--- config.mk ---
export PLATFORM = sky130hd
export DESIGN_NAME = serial_adder
export DESIGN_NICKNAME = d
export VERILOG_FILES = /design/src/rtl/serial_adder.sv
export SDC_FILE = /design/constraint.sdc
export NUM_CORES = 1
export LEC_CHECK = 0
export ABC_CLOCK_PERIOD_IN_PS = 1500
export CORE_MARGIN = 8
export CORE_UTILIZATION = 50
export CTS_BUF_LIST = sky130_fd_sc_hd__clkbuf_2 sky130_fd_sc_hd__clkbuf_4 sky130_fd_sc_hd__clkbuf_8
export CTS_CLUSTER_SIZE = 30
export DETAILED_ROUTE_END_ITERATION = 8
export PLACE_DENSITY_LB_ADDON = 0.25
export SETUP_SLACK_MARGIN = 0.4
export SYNTH_ARGS = -nofsm -noshare
export SYNTH_HDL_FRONTEND = slang
export SYNTH_SLANG_ARGS = --single-unit
--- constraint.sdc ---
create_clock -name clk -period 1.5 [get_ports clk]
set_input_delay 0.15 -clock clk [delete_from_list [all_inputs] [get_ports clk]]
set_output_delay 0.15 -clock clk [all_outputs]
set_load 0.02 [all_outputs]
--- src/rtl/serial_adder.sv ---
// rtl/serial_adder.sv - bit-serial ripple adder, one result bit per clock
//
// Ports:
//   clk    in   rising-edge clock
//   rst_n  in   asynchronous active-low reset
//   start  in   begin an addition; honoured only while idle
//   a, b   in   WIDTH-bit operands, captured with an accepted start
//   c      in   carry-in, captured with an accepted start
//   busy   out  high while an addition is running or completing
//   done   out  one-cycle pulse; s and co are valid in this cycle
//   s      out  WIDTH-bit sum, held until the next accepted start
//   co     out  carry-out, held until the next accepted start

module serial_adder #(
  parameter int WIDTH = 8
) (
  input  logic             clk,
  input  logic             rst_n,
  input  logic             start,
  input  logic [WIDTH-1:0] a,
  input  logic [WIDTH-1:0] b,
  input  logic             c,
  output logic             busy,
  output logic             done,
  output logic [WIDTH-1:0] s,
  output logic             co
);

  // Counter only has to reach WIDTH-1, so clog2(WIDTH) bits suffice.
  localparam int CNT_W = (WIDTH > 2) ? $clog2(WIDTH) : 1;

  typedef enum logic [1:0] {
    IDLE = 2'd0,
    ADD  = 2'd1,
    DONE = 2'd2
  } state_t;

  state_t           state_q;
  state_t           state_d;
  logic [WIDTH-1:0] op_a_q;
  logic [WIDTH-1:0] op_b_q;
  logic [WIDTH-1:0] sum_q;
  logic             carry_q;
  logic [CNT_W-1:0] cnt_q;

  logic             accept;
  logic             last_bit;
  logic             bit_sum;
  logic             bit_carry;

  assign accept    = (state_q == IDLE) && start;
  assign last_bit  = (cnt_q == CNT_W'(WIDTH - 1));

  // One full-adder slice working on the operand LSBs.
  assign bit_sum   = op_a_q[0] ^ op_b_q[0] ^ carry_q;
  assign bit_carry = (op_a_q[0] & op_b_q[0]) |
                     (op_a_q[0] & carry_q)   |
                     (op_b_q[0] & carry_q);

  always_ff @(posedge clk or negedge rst_n) begin
    if (!rst_n) begin
      state_q <= IDLE;
    end else begin
      state_q <= state_d;
    end
  end

  always_comb begin
    state_d = state_q;
    case (state_q)
      IDLE:    if (start) state_d = ADD;
      ADD:     if (last_bit) state_d = DONE;
      DONE:    state_d = IDLE;
      default: state_d = IDLE;
    endcase
  end

  // Datapath only moves on an accepted start or during ADD, so the result
  // and carry sit untouched through DONE and IDLE regardless of start.
  always_ff @(posedge clk or negedge rst_n) begin
    if (!rst_n) begin
      op_a_q  <= '0;
      op_b_q  <= '0;
      sum_q   <= '0;
      carry_q <= 1'b0;
      cnt_q   <= '0;
    end else if (accept) begin
      op_a_q  <= a;
      op_b_q  <= b;
      sum_q   <= '0;
      carry_q <= c;
      cnt_q   <= '0;
    end else if (state_q == ADD) begin
      op_a_q  <= {1'b0, op_a_q[WIDTH-1:1]};
      op_b_q  <= {1'b0, op_b_q[WIDTH-1:1]};
      // LSB-first sum bits enter at the MSB; after WIDTH shifts bit 0 of the
      // sum has arrived at position 0.
      sum_q   <= {bit_sum, sum_q[WIDTH-1:1]};
      carry_q <= bit_carry;
      cnt_q   <= cnt_q + 1'b1;
    end
  end

  assign busy = (state_q != IDLE);
  assign done = (state_q == DONE);
  assign s    = sum_q;
  // After the last slice the carry flop holds the final carry-out.
  assign co   = carry_q;

endmodule

# Word-level counts from Yosys, hierarchy flattened

Cells that the tools add are included.

Add/sub/neg operators: 1
Equality and inequality tests: 5
Multiplexer cells: 13
Bitwise gates (word level): 7
Reductions and logical operators: 5

Operator list:

| kind                  | number |
|---|---|
| $mux W8               | 6 |
| $mux W3               | 2 |
| $mux W2               | 2 |
| $ne A2 B2 Y1 const B  | 2 |
| $pmux W2 S2           | 1 |
| $reduce_bool A2 Y1    | 2 |
| $add A3 B1 Y3 const B | 1 |
| $and A1 B1 Y1         | 3 |
| $eq A3 B3 Y1 const B  | 1 |
| $eq A2 B1 Y1 const B  | 1 |
| $eq A2 B2 Y1 const B  | 1 |
| $logic_not A2 Y1      | 1 |
| $mux W1               | 2 |
| $or A1 B1 Y1          | 2 |
| $reduce_and A2 Y1     | 1 |
| $xor A1 B1 Y1         | 2 |
| $logic_and A1 B1 Y1   | 1 |

Flip-flop bits (word level): 30
Input port bits: 20
Output and inout port bits: 11

# Longest topological paths before layout

Gate-level depths: netlist of run 1.

Word-level depth: 5
Gate-level depth with buffers: 5
Depth with buffers taken out: 3

# Least setup slack after synthesis of run 1

Ideal clock, no wire load.

Path type: register to register
Start point: register carry_q, in the netlist co
End point: register sum_q[7], in the netlist s[7]
Arrival: 1.121 ns
Required time: 1.374 ns
Slack: 0.253 ns
Stages on the path, launching flop included: 4
Path buffers: 0
Cell sequence: dfrtp_1 > inv_1 > fa_1 > o21ai_0

Cells in the longest elaborated chain, start to end: 3

Ends and longest elaborated chain:

| item                     | RTL line | RTL |
|---|---|---|
| start: declaration       | 43       | `logic carry_q;` |
| start signal: assignment | 99       | `carry_q <= bit_carry;` |
| $xor A1 B1 Y1            | 55       | `assign bit_sum = op_a_q[0] ^ op_b_q[0] ^ carry_q;` |
| $mux W8                  | 93       | `end else if (state_q == ADD) begin` |
| $mux W8                  | 87       | `end else if (accept) begin` |
| end signal: assignment   | 98       | `sum_q <= {bit_sum, sum_q[WIDTH-1:1]};` |
| end: declaration         | 42       | `logic [WIDTH-1:0] sum_q;` |

Every way passes these cells. The select of a mux whose other input is x is not followed.
A chain may end at the register's enable or synchronous reset.

# Worst setup path after layout of run 1

Start point: register state_q[0]
End point: output port busy

Cells in the longest elaborated chain, start to end: 1

Ends and longest elaborated chain:

| item                     | RTL line | RTL |
|---|---|---|
| start: declaration       | 38       | `state_t state_q;` |
| start signal: assignment | 64       | `state_q <= state_d;` |
| $reduce_bool A2 Y1       | 104      | `assign busy = (state_q != IDLE);` |
| end: declaration         | 23       | `output logic busy,` |

Every way passes these cells.

==> flow_summary_export.csv, run 1 <==
group,metric,value,unit
worst_setup_path,slowest_stage,"dfrtp_2",
pwr,pwr-share-comb,46.4,%
yosys,synth_top_area_share,50.4,%
worst_setup_path,arrival,1.16,ns
global_routing,grt_use_total,15.4,%
cells_and_area,syn_to_final_growth,41.4,%
yosys,netlist_area,1490,sq um
worst_setup_path,path_buf_inv,1,
sta,fmax,763,MHz
pwr,irDropWorstVdd,0.000820,V
clock_tree,clk_latency,0.33,ns
sta,hold_viol,0,
clock_tree,clock_path_buffers,2,
worst_setup_path,required,1.35,ns
yosys,syn_inst,134,
global_routing,grt_max_degree,31,
hold_path,hold_path_class,"input port to asynchronous set/reset pin",
cells_and_area,fillers,226,
cells_and_area,final_cell_count_no_fill,212,
yosys,async_reset_ff_share,100,%
sta,rsz0062_at_grt,"true",
floorplanning,core_area,2950,sq um
status,status,"complete, no violations",
cells_and_area,antenna_cells,0,
yosys,yosysTopAreaCell,"dfrtp_1",
sta,tightest_slew,0.390,ns
worst_setup_path,path_delay_family,"flip-flops",
placed_design,place_area,1870,sq um
placed_design,place_hpwl,2280,um
worst_setup_path,critPathLaunchType,"flip-flop",
yosys,ys_ff_latch,30,
yosys,syn_avg_cell_area,11.1,sq um
yosys,synth.net_count,157,
sta,fin_crit_sh,87.3,%
clock_tree,cts_buffers,5,
global_routing,grt_pass1_vias,1245,
clock_tree,cts-root-buf,"clkbuf_4",
detailed_routing,via_per_inst,5.45,
worst_setup_path,max_stage_delay,0.45,ns
sta,slew_viol_final,0,
floorplanning,start_util,50.5,%
cells_and_area,fin_nets,201,
detailed_routing,detail-route-antenna-nets,0,
cells_and_area,stdcell_area,2110,sq um
pwr,cellPowerDensity,2040,nW/um^2
yosys,synth_cell_types,28,
detailed_routing,via_count,1156,
sta,relSlewSlack,74.0,%
floorplanning,die_x,70.6,um
floorplanning,rows,20,
detailed_routing,drc,0,
cells_and_area,final_util,71.4,%
clock_tree,cts.htree.levels,2,
placed_design,gp_congestion,0.801,
sta,clock-skew-final,0.0177,ns
sta,tns,0,ns
clock_tree,clock_sinks,30,
yosys,ys_warn_count,0,
floorplanning,die_y,70.6,um
clock_tree,tritoncts,"done",
yosys,ys_dominant_reg_cell,"dfrtp_1",
clock_tree,clk_pin_slew,0.10,ns
pwr,switching_share,35.4,%
sta,fin_hold_ws,0.206,ns
detailed_routing,wl_per_cell,16.8,um
pwr,p_total,4.30,mW
global_routing,grtUsageMet3,6.36,%
detailed_routing,drt_pass1_iterations,4,
global_routing,met1_usage,18.0,%
floorplanning,dieArea,4980,sq um
worst_setup_path,path_cells,"or2_4, buf_6",
sta,layout_min_cycle_time,1.31,ns
pwr,p_int,2.78,mW
placed_design,place_inst,195,
global_routing,overflow,0,
detailed_routing,drt_iter0_drc,54,
global_routing,met2_usage,25.3,%
placed_design,io_buffers,30,
job,max_cap_violations,0,
sta,setup_ws,0.190,ns
yosys,synthTopCellsByCount,"30 x dfrtp_1, 18 x nor3_2, 14 x nor2_1, 11 x nor3b_1, 9 x a22o_1",
pwr,seqPwrFrac,33.5,%
yosys,synth_area_leaders,"dfrtp_1 50%, nor3_2 12%, nor3b_1 5.5%",
yosys,synth_most_common_cell,"dfrtp_1",
global_routing,grt_pass1_wl,6070,um
floorplanning,io_pins,31,
placed_design,dpl_worst_slack,0.120,ns
sta,setup_viol,0,
pwr,p_sw,1.52,mW
global_routing,top_usage_layer,"met2",
yosys,synth_seq_area_share,50.4,%
detailed_routing,drt-total-wl,3560,um
global_routing,antenna_found_initial,0,
worst_setup_path,criticalPathCategory,"flip-flop to output port",
cells_and_area,drive_gt1_share,41.3,%
pwr,pwr-share-clk,20.1,%
worst_setup_path,crit_path_end_kind,"output port",
pwr,p_leak,0.941,nW
yosys,synth-edff-count,0,
worst_setup_path,critPathMaxFanout,4,
==> power groups by stage <==
stage	Sequential, mW	Combinational (mW)	Clock, mW
6_report	1.44	1.99	0.865
5_1_grt	1.48	2.16	0.912
4_1_cts	1.43	1.91	0.867
3_5_place_dp	1.45	1.73	0
3_3_place_gp	1.43	1.68	0
2_1_floorplan	1.51	1.16	0
==> cells by family after synthesis <==
kind of cell / share of synthesized area [%]
adder cells (fa/ha/maj): 3.02
flip-flops: 50.4
AO/OA/AOI/OAI: 12.6
AND/OR/NAND/NOR: 29.1
buffers and inverters: 4.87
==> cell type report <==
class / count / area (sq um) / share of cell area [%]
multi-input cells: 93 / 776 / 36.8
flip-flops and latches: 30 / 754 / 35.8
inverters: 3 / 11.3 / 0.534
clock buffers: 6 / 51.3 / 2.43
repair buffers: 45 / 413 / 19.6
well taps: 33 / 41.3 / 1.96
clock inverters: 2 / 60.1 / 2.85
==> sequential cells by signal (all words and copies together), names as in the netlist <==
name     cells
cnt_q        3
co           1
op_a_q       8
op_b_q       8
s            8
state_q      2
==> metal layers <==
| metal | share of wire [%] | vias to the layer above | wire length, um |
|---|---|---|---|
| li1 | - | 564 | - |
| met1 | 44 | 565 | 1580 |
| met2 | 50 | 23 | 1790 |
| met3 | 4.5 | 4 | 161 |
| met4 | 0.73 | 0 | 26 |
| met5 | 0 | - | 0 |
==> worst paths after layout <==
| kind | startpoint | to | slack (ns) | cells after the start |
|---|---|---|---|---|
| setup / recovery | state_q[0] | busy | 0.19 | 2 |
| hold / removal | rst_n | op_a_q[0] | 0.21 | 2 |
| setup reg to reg | state_q[1] | op_a_q[6] | 0.21 | 5 |
| hold reg to reg | s[0] | s[0] | 0.51 | 1 |
| max in group asynchronous | rst_n | state_q[0] | 0.98 | 2 |
| min in group clk | a[7] | op_a_q[7] | 0.38 | 3 |
==> repair_timing <==
item                       in CTS  in global routing
resized for setup              62                  6
pin swaps                       7                  8
setup endpoints to repair      41                 35
cloned                          2                  0
buffers inserted                4                  3
hold buffers                    0                  0
==> worst register-to-register path, delay by kind of cell, from the launching register on <==
family | cells | cell delay, ns
AO/OA/AOI/OAI | 1 | 0.27
buffers and inverters | 2 | 0.30
AND/OR/NAND/NOR | 2 | 0.19
flip-flops | 1 | 0.45
==> layout by cell type, fill, tap and decap left out, types with 2 or more instances in the layout <==
cell | netlist | routed
buf_4 | 2 | 11
nor3_1 | 5 | 3
inv_1 | 3 | 2
a221o_1 | 2 | 2
buf_6 | 1 | 4
dfrtp_1 | 30 | 27
nand2b_4 | 0 | 2
nand2b_1 | 5 | 3
buf_2 | 7 | 8
bufinv_16 | 0 | 2
nand2_1 | 8 | 8
nor3_2 | 18 | 20
buf_12 | 0 | 2
a22o_1 | 9 | 9
dfrtp_2 | 0 | 3
clkbuf_4 | 0 | 5
nor3b_1 | 11 | 11
o21ai_1 | 3 | 4
nor2_1 | 14 | 13
o21bai_4 | 0 | 2
o21ba_4 | 1 | 2
clkdlybuf4s50_1 | 0 | 19
(Power assumes the default switching activity.)
==> run 2: changes to the inputs <==
--- a/config.mk
+++ b/config.mk
@@ -12,6 +12,7 @@
 export CTS_CLUSTER_SIZE = 30
 export DETAILED_ROUTE_END_ITERATION = 8
 export PLACE_DENSITY_LB_ADDON = 0.25
+export RECOVER_POWER = 100
 export SETUP_SLACK_MARGIN = 0.4
 export SYNTH_ARGS = -nofsm -noshare
 export SYNTH_HDL_FRONTEND = slang
==> run 2 against run 1 <==
Net effect: design area down 2.6%; hold slack gained 0.18 ns; clock-buffer cell count unchanged; fmax shrank 4.4%; wire length is 0.62% higher.
==> flow_summary_export.csv, run 2 (synthesis gave the netlist of run 1 again) <==
group,metric,value,unit
status,status,"complete, no violations",
detailed_routing,via_count,1157,
detailed_routing,via_per_inst,5.46,
detailed_routing,drt_pass1_iterations,4,
sta,hold_viol,0,
floorplanning,io_pins,31,
clock_tree,cts_buffers,5,
hold_path,hp-start,"a[7]",
detailed_routing,drt_iter0_drc,55,
job,max_cap_violations,0,
cells_and_area,final_cell_count_no_fill,212,
sta,layout_min_cycle_time,1.37,ns
worst_setup_path,reg2reg_to,"op_b_q[0]",
worst_setup_path,critPathLaunchType,"flip-flop",
cells_and_area,antenna_cells,0,
pwr,cellPowerDensity,2050,nW/um^2
cells_and_area,layout_common_cells,"29 x dfrtp_1, 19 x nor3_2, 18 x clkdlybuf4s50_1",
worst_setup_path,arrival,1.59,ns
sta,relSlewSlack,49.7,%
pwr,switching_share,35.8,%
worst_setup_path,criticalPathCategory,"flip-flop to flip-flop",
sta,fin_crit_sh,91.3,%
sta,tns,0,ns
floorplanning,rows,20,
clock_tree,tritoncts,"done",
detailed_routing,drc,0,
floorplanning,dieArea,4980,sq um
pwr,p_leak,0.904,nW
worst_setup_path,path_cells,"clkbuf_1, buf_12, nand2b_1, o21ai_0, a221o_1",
sta,rsz0062_at_grt,"true",
pwr,p_total,4.20,mW
sta,fmax,730,MHz
detailed_routing,drt-total-wl,3580,um
clock_tree,clk_latency,0.33,ns
placed_design,place_hpwl,2280,um
global_routing,grt_use_total,15.4,%
worst_setup_path,endpoint,"op_b_q[0]",
floorplanning,core_area,2950,sq um
placed_design,dpl_worst_slack,0.120,ns
worst_setup_path,reg2reg_from,"state_q[1]",
clock_tree,cts-root-buf,"clkbuf_4",
sta,setup_ws,0.130,ns
hold_path,hold_path_class,"input port to flip-flop",
floorplanning,start_util,50.5,%
floorplanning,die_y,70.6,um
detailed_routing,wl_per_cell,16.9,um
sta,tightest_slew,0.755,ns
clock_tree,clk_pin_slew,0.11,ns
sta,slew_viol_final,0,
pwr,p_sw,1.51,mW
placed_design,gp_congestion,0.801,
floorplanning,die_x,70.6,um
cells_and_area,final_common_cell,"dfrtp_1",
sta,setup_viol,0,
worst_setup_path,max_stage_delay,0.44,ns
worst_setup_path,slowest_stage,"dfrtp_1",
sta,fin_hold_ws,0.381,ns
clock_tree,clock_path_buffers,2,
placed_design,place_area,1870,sq um
pwr,seqPwrFrac,34.1,%
worst_setup_path,r2r_cells,5,
worst_setup_path,crit_path_end_kind,"flip-flop",
worst_setup_path,startpoint,"state_q[1]",
cells_and_area,final_util,69.5,%
sta,clock-skew-final,0.0159,ns
pwr,pwr-share-clk,20.6,%
pwr,pwr-share-comb,45.3,%
global_routing,grt_pass1_wl,6070,um
global_routing,grt_max_degree,31,
global_routing,antenna_found_initial,0,
cells_and_area,fin_nets,201,
clock_tree,clock_sinks,30,
detailed_routing,detail-route-antenna-nets,0,
worst_setup_path,required,1.72,ns
cells_and_area,drive_gt1_share,32.4,%
global_routing,grt_pass1_vias,1245,
pwr,irDropWorstVdd,0.000805,V
cells_and_area,stdcell_area,2050,sq um
placed_design,io_buffers,30,
cells_and_area,syn_to_final_growth,37.8,%
pwr,p_int,2.69,mW
worst_setup_path,critPathMaxFanout,19,
clock_tree,cts.htree.levels,2,
worst_setup_path,path_delay_family,"flip-flops",
placed_design,place_inst,195,
worst_setup_path,path_buf_inv,2,
worst_setup_path,reg2reg_slack,0.13,ns
global_routing,overflow,0,
worst_setup_path,cp.depth,5,
-- run 2: cell count changes in the layout (fill, tap and decap cells not counted), sizes merged --
cell,previous run,this run
clkdlybuf4s50,19,18
buf,26,15
clkbuf,6,17
dlygate4sd3,0,1
-- run 2: worst register-to-register path, delay by kind of cell (launching register included) --
family / cells / cell delay [ns]
flip-flops: 1 / 0.44
AND/OR/NAND/NOR: 1 / 0.12
buffers and inverters: 2 / 0.37
AO/OA/AOI/OAI: 2 / 0.33
-- run 2: cell type report --
type | instances | area [sq um]
Clock buffer | 6 | 51.3
Fill cell | 239 | 900
Tap cell | 33 | 41.3
Clock inverter | 2 | 60.1
Multi-Input combinational cell | 93 | 748
Inverter | 3 | 11.3
Sequential cell | 30 | 752
Timing Repair Buffer | 45 | 389
-- run 2: what timing repair did --
action,in CTS,in global routing
hold buffers,0,0
resized for setup,62,6
pin swaps,7,8
cloned,2,0
setup endpoints to repair,41,35
setup buffers,4,3
-- run 2: power groups by stage --
stage          logic, mW  registers [mW]  clock network [mW]
5_1_grt             2.07            1.47               0.912
3_3_place_gp        1.68            1.43                   0
6_report            1.90            1.43               0.865
2_1_floorplan       1.16            1.51                   0
4_1_cts             1.91            1.43               0.867
3_5_place_dp        1.73            1.45                   0
-- run 2: how the worst min path moves through the flow --
stage,to,slack [ns],cells after the start
after global routing,op_a_q[7],0.39,3
final,op_a_q[7],0.38,3
after CTS,s[0],0.22,2
after floorplan,cnt_q[0],-0.15,0
after global placement,op_a_q[7],0.48,2
after detailed placement,s[0],0.49,1
-- run 2: metal layers --
metal,global-route usage (%),vias to the layer above,share of wire (%)
met4,4.39,0,0.50
met5,0,-,0
met2,25.3,29,50
met1,18.0,562,44
met3,6.36,2,5.7
li1,-,564,-
==> run 3: changes to the inputs <==
--- a/config.mk
+++ b/config.mk
@@ -9,6 +9,7 @@
 export CORE_MARGIN = 8
 export CORE_UTILIZATION = 50
 export CTS_BUF_LIST = sky130_fd_sc_hd__clkbuf_2 sky130_fd_sc_hd__clkbuf_4 sky130_fd_sc_hd__clkbuf_8
+export CTS_CLUSTER_DIAMETER = 40
 export CTS_CLUSTER_SIZE = 30
 export DETAILED_ROUTE_END_ITERATION = 8
 export PLACE_DENSITY_LB_ADDON = 0.25
==> results of run 3 <==
No change in the layout: final DEF, timing and power equal those of run 2.
